==> config.mk <==
export PLATFORM = sky130hd
export DESIGN_NAME = llki_discrete_master
export DESIGN_NICKNAME = d
export VERILOG_FILES = /design/src/rtl/llki_discrete_master.sv
export SDC_FILE = /design/constraint.sdc
export NUM_CORES = 1
export LEC_CHECK = 0
export CAP_MARGIN = 30
export CORE_AREA = 2 2 160 177
export CTS_CLUSTER_DIAMETER = 100
export DETAILED_ROUTE_END_ITERATION = 10
export DIE_AREA = 0 0 162 179
export PLACE_DENSITY = 0.51
export SYNTH_ARGS = -nofsm -noshare
export SYNTH_HDL_FRONTEND = slang
export SYNTH_SLANG_ARGS = --single-unit
==> constraint.sdc <==
create_clock -name clk -period 2.5 [get_ports clk]
set_input_delay 0.75 -clock clk [delete_from_list [all_inputs] [get_ports clk]]
set_output_delay 0.75 -clock clk [all_outputs]
set_load 0.02 [all_outputs]
==> src/rtl/llki_discrete_master.sv <==
// Initiator end of the LLKI discrete key-load channel: accepts one host command,
// runs the four-phase req/ack handshake per key word and returns a one-cycle status.
module llki_discrete_master #(
    parameter int KEY_WORDS      = 2,
    parameter int IDX_W          = 4,
    parameter int TIMEOUT_CYCLES = 1024
) (
    input  logic                    clk,
    input  logic                    rst_n,
    input  logic                    cmd_valid,
    output logic                    cmd_ready,
    input  logic [1:0]              cmd_op,
    input  logic [64*KEY_WORDS-1:0] cmd_key,
    output logic                    rsp_valid,
    output logic [1:0]              rsp_status,
    output logic                    rsp_loaded,
    output logic                    llki_req,
    output logic [1:0]              llki_op,
    output logic [IDX_W-1:0]        llki_widx,
    output logic [63:0]             llki_data,
    input  logic                    llki_ack,
    input  logic                    llki_err,
    input  logic                    llki_loaded
);
    localparam int                CNT_W    = $clog2(TIMEOUT_CYCLES + 1);
    localparam logic [CNT_W-1:0]  CNT_LAST = CNT_W'(TIMEOUT_CYCLES - 1);
    localparam logic [IDX_W-1:0]  IDX_LAST = IDX_W'(KEY_WORDS - 1);
    localparam logic [1:0]        OP_LOAD   = 2'd0;
    localparam logic [1:0]        OP_STATUS = 2'd2;
    localparam logic [1:0]        ST_OK        = 2'd0;
    localparam logic [1:0]        ST_SLAVE_ERR = 2'd1;
    localparam logic [1:0]        ST_TIMEOUT   = 2'd2;

    typedef enum logic [2:0] {S_IDLE, S_REQ, S_REL, S_DRAIN, S_RESP} state_t;

    state_t                  r_state;
    logic [64*KEY_WORDS-1:0] r_key;
    logic [CNT_W-1:0]        r_wait_cnt;
    logic                    r_err_flag;
    logic                    r_timeout;
    logic                    r_loaded;
    logic                    r_cmd_ready;
    logic                    r_rsp_valid;
    logic [1:0]              r_rsp_status;
    logic                    r_rsp_loaded;
    logic                    r_llki_req;
    logic [1:0]              r_llki_op;
    logic [IDX_W-1:0]        r_llki_widx;
    logic [63:0]             r_llki_data;

    logic                    w_accept;
    logic [1:0]              w_op_norm;
    logic [64*KEY_WORDS-1:0] w_key_shift;
    logic                    w_wait_expired;
    logic                    w_last_word;

    assign w_accept       = r_cmd_ready & cmd_valid;
    assign w_op_norm      = (cmd_op == 2'd3) ? OP_STATUS : cmd_op;
    // Remaining key words sit in r_key; word 0 is always the next one to send.
    assign w_key_shift    = r_key >> 64;
    assign w_wait_expired = (r_wait_cnt == CNT_LAST);
    assign w_last_word    = r_err_flag || (r_llki_op != OP_LOAD) || (r_llki_widx == IDX_LAST);

    always_ff @(posedge clk) begin
        if (!rst_n) begin
            r_state      <= S_IDLE;
            r_key        <= '0;
            r_wait_cnt   <= '0;
            r_err_flag   <= 1'b0;
            r_timeout    <= 1'b0;
            r_loaded     <= 1'b0;
            r_cmd_ready  <= 1'b0;
            r_rsp_valid  <= 1'b0;
            r_rsp_status <= ST_OK;
            r_rsp_loaded <= 1'b0;
            r_llki_req   <= 1'b0;
            r_llki_op    <= '0;
            r_llki_widx  <= '0;
            r_llki_data  <= '0;
        end else begin
            r_rsp_valid  <= 1'b0;
            r_rsp_status <= ST_OK;
            r_rsp_loaded <= 1'b0;
            r_cmd_ready  <= 1'b0;
            case (r_state)
                S_IDLE: begin
                    if (w_accept) begin
                        r_key       <= cmd_key;
                        r_llki_op   <= w_op_norm;
                        r_llki_widx <= '0;
                        r_llki_data <= (w_op_norm == OP_LOAD) ? cmd_key[63:0] : 64'd0;
                        r_err_flag  <= 1'b0;
                        r_timeout   <= 1'b0;
                        r_loaded    <= 1'b0;
                        r_wait_cnt  <= '0;
                        r_llki_req  <= 1'b1;
                        r_state     <= S_REQ;
                    end else begin
                        // A stuck-high ack from the slave keeps the host out.
                        r_cmd_ready <= ~llki_ack;
                    end
                end
                S_REQ: begin
                    if (llki_ack) begin
                        r_err_flag <= llki_err;
                        r_loaded   <= llki_loaded;
                        r_llki_req <= 1'b0;
                        r_wait_cnt <= '0;
                        r_state    <= S_REL;
                    end else if (w_wait_expired) begin
                        r_timeout  <= 1'b1;
                        r_llki_req <= 1'b0;
                        r_state    <= S_DRAIN;
                    end else begin
                        r_wait_cnt <= r_wait_cnt + 1'b1;
                    end
                end
                S_REL: begin
                    if (!llki_ack) begin
                        if (w_last_word) begin
                            r_state <= S_RESP;
                        end else begin
                            r_llki_widx <= r_llki_widx + 1'b1;
                            r_key       <= w_key_shift;
                            r_llki_data <= w_key_shift[63:0];
                            r_wait_cnt  <= '0;
                            r_llki_req  <= 1'b1;
                            r_state     <= S_REQ;
                        end
                    end else if (w_wait_expired) begin
                        r_timeout <= 1'b1;
                        r_state   <= S_DRAIN;
                    end else begin
                        r_wait_cnt <= r_wait_cnt + 1'b1;
                    end
                end
                S_DRAIN: begin
                    if (!llki_ack) begin
                        r_state <= S_RESP;
                    end
                end
                S_RESP: begin
                    r_rsp_valid  <= 1'b1;
                    r_rsp_status <= r_timeout ? ST_TIMEOUT : (r_err_flag ? ST_SLAVE_ERR : ST_OK);
                    r_rsp_loaded <= r_loaded;
                    r_cmd_ready  <= ~llki_ack;
                    r_state      <= S_IDLE;
                end
                default: r_state <= S_IDLE;
            endcase
        end
    end

    assign cmd_ready  = r_cmd_ready;
    assign rsp_valid  = r_rsp_valid;
    assign rsp_status = r_rsp_status;
    assign rsp_loaded = r_rsp_loaded;
    assign llki_req   = r_llki_req;
    assign llki_op    = r_llki_op;
    assign llki_widx  = r_llki_widx;
    assign llki_data  = r_llki_data;

endmodule
-- Word level (Yosys, flattened, before mapping)
Index checks and enable logic that the tools add are counted.
- bits in registers: 221
- latch bits: 0
- bits in writable memories: 0
- bits in read-only memories: 0
- bits of input ports: 136
- output and inout port bits: 76
- logic and storage cells: 101
- memories: 0
- add/sub/neg operators: 2
- $mul: 0
- divide/modulo/power cells: 0
- $lt $le $gt $ge: 0
- eq/ne operators: 16
- shift operators: 0
- multiplexer cells: 47
- bitwise logic cells: 4
- reduce and logical (&&, ||, !) cells: 17
- operator list (cell ; count):
    $mux 128 ; 3
    $mux 64 ; 4
    $pmux 128 s2 ; 1
    $pmux 64 s2 ; 1
    $mux 11 ; 5
    $pmux 11 s3 ; 1
    $mux 3 ; 6
    $mux 1 ; 14
    $ne 2x2->1 const B ; 7
    $mux 4 ; 3
    $pmux 3 s4 ; 1
    $add 11x1->11 const B ; 1
    $eq 11x10->1 const B ; 1
    $pmux 4 s2 ; 1
    $reduce_and 4->1 ; 2
    $eq 3x2->1 const B ; 2
    $ne 3x3->1 const B ; 2
    $pmux 1 s2 ; 3
    $pmux 1 s3 ; 2
    $reduce_and 2->1 ; 3
    $reduce_and 3->1 ; 2
    $reduce_bool 2->1 ; 3
    $reduce_and 5->1 ; 1
    $add 4x1->4 const B ; 1
    12 further kinds ; 16

-- Depth between registers and ports, before layout
Gate-level depths: netlist of the first run.
- word-level depth: 6
- depth in mapped cells: 8

-- Worst setup path before layout of the first run
No wires, ideal clock.
- path type: reg2reg
- start: reg r_llki_widx[1] (netlist: llki_widx[1])
- end: reg r_llki_widx[3] (netlist: llki_widx[3])
- library setup time: 0.070 ns
- arrival: 1.865 ns
- data required time: 2.430 ns
- path slack: 0.565 ns
- cell stages (with the launch flop): 8
- clock period less this slack: 1.935 ns
- cell sequence: dfxtp_1 -> inv_1 -> ha_1 -> nor3b_1 -> o21a_4 -> buf_6 -> or4_1 -> a21oi_1
- longest elaborated chain between the ends: 4
- elaborated cells on any way between the ends: 8
- RTL lines (what ; line ; RTL):
    start: declaration ; 48 ; logic [IDX_W-1:0] r_llki_widx;
    start signal: assignment ; 123 ; r_llki_widx <= r_llki_widx + 1'b1;
    $add 4x1->4 or $eq 4x1->1 (tied branches) ; 123, 62 ;
    $mux 4 or $logic_or 1x1->1 (tied branches) ; 120, 62 ;
    $mux 4 or $ne 2x2->1 (tied branches) ; n/a ;
    $pmux 4 s2 or $reduce_and 4->1 (tied branches) ; n/a ;
Parallel ways exist; a longest one is shown, timed or not. The select of a mux whose other input is x is not followed.
A chain may end at the register's enable or synchronous reset.

-- Worst setup path after layout of the first run
- start: reg r_llki_widx[0] (netlist: llki_widx[0])
- end: out llki_widx[0]
- RTL lines (what ; line ; RTL):
    end: declaration ; 19 ; output logic [IDX_W-1:0] llki_widx,
No word-level cell between the ends.

==> results of run 1 <==
[worst max-delay path, cell delays in order (launching register included)]
cell and delay (ns):
dfxtp_1 0.33, buf_4 0.14, clkdlybuf4s50_1 0.64
[cell usage in the layout (no fill, tap or decap), drive strengths merged, types with 5 or more instances in the layout]
| cell | count |
|---|---|
| o21a | 5 |
| a21oi | 141 |
| clkbuf | 19 |
| o21ai | 75 |
| and3 | 6 |
| a311oi | 68 |
| dfxtp | 157 |
| nand3 | 72 |
| clkdlybuf4s50 | 211 |
| buf | 30 |
| nor2 | 9 |
| inv | 12 |
| a211oi | 9 |
| nand2 | 143 |
[stage by stage]
stage | utilization [%] | worst slack (ns) | instances | area, µm² | TNS, ns
final | 36.16 | 0.2138 | 1378 | 9903 | 0
after global routing | 36.16 | 0.1427 | 1378 | 9903 | 0
after CTS | 36.13 | 0.1031 | 1377 | 9896 | 0
after detailed placement | 34.07 | -0.003986 | 1345 | 9331 | -0.009136
after global placement | 34.07 | 0.02648 | 1345 | 9331 | 0
after floorplan | - | 0.5648 | 827 | 6720 | 0
[Yosys cell counts (3+ instances only)]
cell type	count	area (µm²)
o22ai_1	4	25.02
nand3_1	72	360.4
a31oi_1	4	25.02
and4_1	3	26.28
o21a_1	4	30.03
and2_1	3	18.77
inv_1	5	18.77
buf_1	3	11.26
buf_2	21	105.1
dfxtp_1	157	3143
and3_1	6	37.54
buf_4	8	60.06
nor2_1	9	33.78
a311oi_1	68	595.6
nand4_1	3	18.77
clkbuf_1	53	198.9
ha_1	3	37.54
nand3b_1	3	22.52
nand2_1	143	536.8
nor3b_1	3	22.52
a21oi_1	140	700.7
o21ai_0	72	360.4
a211oi_1	9	67.56
o21ai_1	3	15.01
[path summary, 6_finish.rpt]
kind                  start        endpoint
max            llki_widx[0]    llki_widx[0]
min          r_wait_cnt[10]  r_wait_cnt[10]
max reg2reg    llki_widx[1]       r_key[75]
min reg2reg  r_wait_cnt[10]  r_wait_cnt[10]
[report_power, final]
| group | internal, mW | switching [mW] | leakage, nW |
|---|---|---|---|
| clock | 1.40 | 1.15 | 0.265 |
| sequential | 2.62 | 0.0711 | 1.27 |
| combinational | 0.518 | 0.517 | 1.58 |
[area by class of cell]
class	instances	area [µm²]	share of cell area, %
Clock inverter	13	131.4	1.327
Clock buffer	19	432.9	4.371
Timing Repair Buffer	241	2475	24.99
Multi-Input combinational cell	578	3239	32.71
Tap cell	363	454.2	4.586
Antenna cell	1	2.502	0.02527
Sequential cell	157	3143	31.74
Inverter	6	25.02	0.2527
[kinds of logic (layout without fill, tap and decap cells)]
kind of cell	count (synthesis)	after routing	synth area share, %
compound gates	316	316	28.95
xor+xnor	1	1	0.1304
fa+ha+maj	3	3	0.5586
buf+inv	92	279	6.088
flops	157	157	46.77
other cells	0	1	0
simple gates	258	258	17.50
[per-layer routing]
metal  track usage, %  vias up  share of wire [%]
li1                 -     3366                  -
met1            20.57     3256                 43
met2            28.07      218                 49
met3            4.372       15                6.4
met4            4.867        0                1.4
met5                0        -                  0
[registers in the layout, indices dropped and copies added, names as in the netlist]
name,cells
cmd_ready,1
llki_data,64
llki_op,2
llki_req,1
llki_widx,4
r_err_flag,1
r_key,64
r_loaded,1
r_state,3
r_timeout,1
r_wait_cnt,11
rsp_loaded,1
rsp_status,2
rsp_valid,1
==> impl_metrics.yaml, run 1 <==
sta:
  setup_viol: 0
  worstMarginPinSlew_ns: 0.5368
  slew_violations: 0
  skew_ns: 0.009830
  fmax_mhz: 437.4
  grt_setup_unrepaired: "false"
  hold_viol_final: 0
  hold_ws_ns: 0.4363
  period_minus_slack_ns: 2.286
  relSlewSlack_pct: 64.06
  fin_crit_sh_pct: 91.45
clocking:
  ctsResizeCount: 0
  cts.htree.levels: 4
  cts_root_buffer: "clkbuf_16"
  path_clk_slew_ns: 0.07
  cts_setup_buffers: 0
  clockBufferDepth: 2
  hold_buffers: 0
  cts_sinks: 157
  numCtsBuffers: 17
  clock_latency_ns: 0.42
  cts_tree: "done"
worst_setup_path:
  reg2regPathDepth: 7
  worstPathArrival_ns: 1.54
  required_ns: 1.75
  critPathKind: "reg -> out"
  timing.reg2reg.setup_slack_ns: 0.47
  path_max_fanout: 5
  worst_setup_path_start_kind: "register"
  end_kind: "output port"
placed_design:
  hpwlAfterDp_mm: 16.01
  port_buffers: 211
  place_congestion: 0.8051
drt:
  via_per_inst: 4.975
  drt_iter0_markers: 460
  post_drt_wl_per_cell_um: 17.64
  wl_mm: 24.31
  drtPass1Iterations: 5
  vias: 6855
  drc: 0
  ant_nets: 0
synth:
  syn_area_mm2: 0.006720
  synth_fp_nets: 966
  ys_ff_latch: 157
  synth.distinct_cells: 46
  postSynth.asyncResetShare_pct: 0
  synth_edf_count: 0
  synth_area_per_cell_um2: 8.126
  yosysSeqAreaShare_pct: 46.77
  synthCells: 827
  ys.flop_type: "dfxtp_1"
  synth_warnings: 0
grt:
  grtUsageTotal_pct: 16.52
  antenna_found_initial: 1
  grt_first_pass_wirelength_mm: 37.69
  grt_max_degree: 72
  grt_overflow: 0
  first_global_vias: 6724
finish:
  area_growth_pct: 47.37
  final_layout_size_suffix_gt1_share_pct: 7.495
  layout.nets: 1140
  fillers: 2878
floorplanning:
  dieWidth_um: 162
  start_util_pct: 24.54
  core_mm2: 0.02739
  fp-row-count: 64
  dieArea_mm2: 0.02900
  chipHeight_um: 179
  ios: 212
flow_run:
  max_cap_viol_count: 0
pwr:
  leakage_nw: 3.116
  vdd_drop_max_mv: 0.2872
  power_density_mw_per_mm2: 634.0
  total_power_mw: 6.279
run_status:
  outcome: "completed"
worst_hold_path:
  whs_path_depth: 2
  hold_class: "reg -> reg"
Note: power is estimated with default switching activity, not from simulation.
==> run 2: changes to the inputs <==
- CORE_AREA: 2 2 160 177 -> 2 2 127 141
- DIE_AREA: 0 0 162 179 -> 0 0 129 143
- PLACE_DENSITY: 0.51 -> 0.73
==> run 2 against run 1 <==
- sequential cell count is the same
- first-iteration DRC count rose by 13%
- register-to-register slack lost 0.02 ns
- sequential power about the same
- worst hold slack lost 0.0012 ns
- largest power group is now clock
- critical path type unchanged
- fmax is 0.75% higher
==> impl_metrics.yaml, run 2 (synthesis gave the netlist of run 1 again) <==
pwr:
  power_density_mw_per_mm2: 660.2
  clock_power_share_pct: 42.7
  vdd_drop_max_mv: 0.4758
  seq_power_share_pct: 41.5
  internal-power_mw: 4.925
  swShare_pct: 24.28
  p_sw_mw: 1.579
  leakage_nw: 3.178
  pwr-share-comb_pct: 15.8
sta:
  worstMarginPinSlew_ns: 0.4535
  fin_crit_sh_pct: 90.77
  skew_ns: 0.007558
  finalSetupTns_ns: 0
  relSlewSlack_pct: 69.67
  setup_slack_ns: 0.2308
  grt_setup_unrepaired: "false"
  hold_viol_final: 0
  setup_viol: 0
  fmax_mhz: 440.7
  slew_violations: 0
  hold_ws_ns: 0.4351
  period_minus_slack_ns: 2.269
finish:
  layout.nets: 1144
  layout_commonest_cell: "clkdlybuf4s50_1"
  layout_common_cells: "211 x clkdlybuf4s50_1, 157 x dfxtp_1, 143 x nand2_1"
  area_growth_pct: 46.60
  antenna_cells: 0
  fin_util_pct: 58.11
  final_layout_size_suffix_gt1_share_pct: 7.473
  design_area_mm2: 0.009852
  fillers: 1520
drt:
  drc: 0
  wl_mm: 21.10
  ant_nets: 0
  drtPass1Iterations: 5
  drt_iter0_markers: 518
  vias: 6879
  via_per_inst: 5.499
  post_drt_wl_per_cell_um: 16.86
clocking:
  cts_tree: "done"
  cts_sinks: 157
  cts_root_buffer: "clkbuf_16"
  ctsResizeCount: 0
  cts.htree.levels: 4
  path_clk_slew_ns: 0.06
  cts_setup_buffers: 0
  numCtsBuffers: 17
  clock_latency_ns: 0.41
  clockBufferDepth: 2
  hold_buffers: 0
floorplanning:
  chipHeight_um: 143
  dieWidth_um: 129
  dieArea_mm2: 0.01845
  fp-row-count: 50
  start_util_pct: 39.64
  core_mm2: 0.01695
  ios: 212
grt:
  first_global_vias: 6533
  grt_max_degree: 65
  grt_overflow: 0
  antenna_found_initial: 0
  grtUsageTotal_pct: 22.87
  grt_first_pass_wirelength_mm: 33.72
worst_setup_path:
  crit_start: "llki_widx[0]"
  reg2reg_from: "llki_widx[0]"
  required_ns: 1.75
  cp_slowest_stage_delay_ns: 0.69
  crit_family: "buffers and inverters"
  critPathBufInv: 1
  critPathKind: "reg -> out"
  timing.reg2reg.setup_slack_ns: 0.45
  reg2regPathDepth: 7
  path_cells: "clkdlybuf4s50_1"
  worstPathArrival_ns: 1.52
  worst_setup_path_start_kind: "register"
  end_kind: "output port"
  slowest_stage: "clkdlybuf4s50_1"
  path_max_fanout: 6
  rr_endpoint: "r_key[81]"
worst_hold_path:
  whs_path_depth: 2
  hold_start: "r_wait_cnt[10]"
  hold_path_end: "r_wait_cnt[10]"
  hold_class: "reg -> reg"
run_status:
  outcome: "completed"
placed_design:
  place_congestion: 0.8705
  hpwlAfterDp_mm: 14.15
  port_buffers: 211
  place_area_mm2: 0.009223
  place_ws_ns: 0.009886
flow_run:
  max_cap_viol_count: 0
[run 2: final cells by class]
| cell class | count | area (µm²) | area share, % |
|---|---|---|---|
| tap | 234 | 292.8 | 2.972 |
| clock inverter | 10 | 188.9 | 1.918 |
| timing repair buffer | 245 | 2530 | 25.68 |
| inverter | 6 | 25.02 | 0.2540 |
| clock buffer | 21 | 440.4 | 4.470 |
| sequential | 157 | 3143 | 31.90 |
| multi-input combinational | 578 | 3232 | 32.80 |
[run 2: layer usage]
| layer | global-route usage, % | share of wire (%) | vias up |
|---|---|---|---|
| met2 | 37.18 | 49 | 279 |
| met3 | 4.871 | 7.0 | 25 |
| met5 | 0 | 0 | - |
| met4 | 7.895 | 1.8 | 0 |
| li1 | - | - | 3369 |
| met1 | 30.15 | 43 | 3206 |
[run 2: metrics by stage]
step           std cells  power [mW]
2_1_floorplan        827       3.223
3_3_place_gp        1220       3.769
3_5_place_dp        1220       3.781
4_1_cts             1251       6.553
5_1_grt             1251       6.744
6_report            1251       6.504
[run 2: worst max path at each step]
stage                     slack, ns  depth (start not counted)             to
final                          0.23                          1   llki_widx[0]
after global routing           0.15                          1   llki_widx[0]
after CTS                      0.20                          1   llki_widx[0]
after detailed placement       0.01                          6  r_wait_cnt[3]
after global placement         0.06                          6  r_wait_cnt[2]
after floorplan                0.56                          7   llki_widx[3]
[run 2: power by group through the flow]
stage	clock network (mW)	logic, mW	registers (mW)
4_1_cts	2.82	1.03	2.70
6_report	2.78	1.03	2.70
2_1_floorplan	0	0.387	2.84
5_1_grt	2.92	1.11	2.72
3_5_place_dp	0	1.03	2.75
3_3_place_gp	0	1.02	2.75
==> run 3: changes to the inputs <==
- PLACE_DENSITY: 0.73 -> 0.76
- clock period: 2.5 -> 1.9 ns (I/O delays scaled with it)
==> run 3 against run 2 <==
- sequential cell count did not move
- via count rose by 3.1%
- register-to-register slack got worse by 0.32 ns
- die area did not move
- combinational power rose by 31%
- global-route usage rose by 0.074 points
- sequential power rose by 31%
- sequential share of layout area fell by 0.33 points
- worst hold slack improved by 0.0036 ns
- clock power rose by 19%
- routed wire length rose by 2.1%
==> impl_metrics.yaml, run 3 (synthesis gave the netlist of run 1 again) <==
worst_setup_path:
  end_kind: "output port"
  critPathBufInv: 2
  rr_endpoint: "llki_widx[0]"
  cp_slowest_stage_delay_ns: 0.37
  critPathKind: "reg -> out"
  slowest_stage: "dlygate4sd2_1"
  required_ns: 1.33
  path_cells: "buf_4 > dlygate4sd2_1"
  worstPathArrival_ns: 1.25
  crit_family: "buffers and inverters"
  timing.reg2reg.setup_slack_ns: 0.13
  worst_setup_path_start_kind: "register"
  reg2reg_from: "llki_op[0]"
  path_max_fanout: 5
  reg2regPathDepth: 5
grt:
  grt_first_pass_wirelength_mm: 33.56
  first_global_vias: 6652
  met2_usage_pct: 35.84
  grt_use_met1_pct: 30.24
  use_met3_pct: 4.908
  antenna_found_initial: 1
  grt_max_degree: 65
  grt_overflow: 0
  grt_busiest_layer: "met2"
  grtUsageTotal_pct: 22.95
clocking:
  clock_latency_ns: 0.42
  hold_buffers: 0
  numCtsBuffers: 17
  cts_sinks: 157
  path_clk_slew_ns: 0.06
  cts.htree.levels: 4
  clockBufferDepth: 2
  cts_root_buffer: "clkbuf_16"
  cts_tree: "done"
worst_hold_path:
  hold_start: "r_wait_cnt[10]"
  hold_class: "reg -> reg"
  hold_path_end: "r_wait_cnt[10]"
  whs_path_depth: 2
drt:
  drtPass1Iterations: 5
  post_drt_wl_per_cell_um: 16.90
  ant_nets: 0
  drt_iter0_markers: 448
  drc: 0
  vias: 7090
  via_per_inst: 5.565
  wl_mm: 21.54
flow_run:
  max_cap_viol_count: 0
finish:
  multiInputGateArea_mm2: 0.003268
  layout_common_cells: "156 x dfxtp_1, 143 x nand2_1, 140 x a21oi_1"
  fillers: 1509
  layout_commonest_cell: "dfxtp_1"
  final_layout_size_suffix_gt1_share_pct: 10.20
  area_growth_pct: 48.18
  layout.nets: 1165
  regArea_mm2: 0.003144
placed_design:
  place_congestion: 0.8702
  place_ws_ns: -0.3753
  port_buffers: 211
  hpwlAfterDp_mm: 14.35
sta:
  fmax_mhz: 550.5
  setup_viol: 0
  hold_viol_final: 0
  slew_violations: 0
  grt_setup_unrepaired: "false"
  worstMarginPinSlew_ns: 0.5089
  fin_crit_sh_pct: 95.60
  skew_ns: 0.009473
  setup_slack_ns: 0.08352
  hold_ws_ns: 0.4386
  relSlewSlack_pct: 65.95
  period_minus_slack_ns: 1.816
pwr:
  power_density_mw_per_mm2: 822.6
  vdd_drop_max_mv: 0.6713
  leakage_nw: 3.650
floorplanning:
  ios: 212
  dieWidth_um: 129
  fp-row-count: 50
  core_mm2: 0.01695
  start_util_pct: 39.64
  dieArea_mm2: 0.01845
  chipHeight_um: 143
run_status:
  outcome: "completed"
## run 3: final cells by class
type / instances / area share (%)
clock inverter: 12 / 1.093
antenna: 1 / 0.02513
tap: 234 / 2.940
timing repair buffer: 265 / 26.61
inverter: 6 / 0.2513
clock buffer: 20 / 4.687
sequential: 157 / 31.57
multi-input combinational: 579 / 32.82
## run 3: report_power, final
| group | internal (mW) | switching (mW) |
|---|---|---|
| Sequential | 3.45 | 0.0844 |
| Clock | 1.91 | 1.39 |
| Combinational | 0.660 | 0.686 |
## run 3: worst max path at each step
stage                            start        endpoint  slack [ns]  depth (start not counted)
after CTS                    rsp_valid       rsp_valid       0.003                          1
after floorplan           llki_widx[1]    llki_widx[3]        0.07                          7
after global routing      llki_widx[1]       r_key[64]        0.01                          7
after detailed placement     cmd_valid      r_key[125]       -0.38                          6
after global placement        llki_ack  r_wait_cnt[10]       -0.35                          7
final                     llki_widx[0]    llki_widx[0]        0.08                          2
## run 3: worst min-delay path: cells and delay by family (launching register included)
kind,cells,cell delay [ns]
flip-flops,1,0.31
AND/OR/NAND/NOR,1,0.05
AO/OA/AOI/OAI,1,0.03
## run 3: layer usage
metal / part of all wire (%) / vias to the layer above
met2: 47 / 288
met5: 0 / -
met3: 6.6 / 41
met1: 43 / 3341
met4: 2.9 / 0
li1: - / 3420
## run 3: repair_timing
item,CTS,global route
pin swaps,0,5
resized for setup,76,12
buffers inserted,0,0
endpoints found under the hold margin,0,0
endpoints found under the setup margin,117,79
cloned,0,1
## run 3: stage by stage
| stage | instance area, µm² | utilization [%] | std cells | TNS [ns] | power, mW |
|---|---|---|---|---|---|
| floorplan | 6726 | - | 827 | 0 | 4.241 |
| global placement | 9417 | 55.54 | 1240 | -39.38 | 5.000 |
| detailed placement | 9417 | 55.54 | 1240 | -45.92 | 5.015 |
| CTS | 9902 | 58.41 | 1272 | 0 | 8.229 |
| global route | 9958 | 58.74 | 1274 | 0 | 8.510 |
| finish | 9958 | 58.74 | 1274 | 0 | 8.192 |
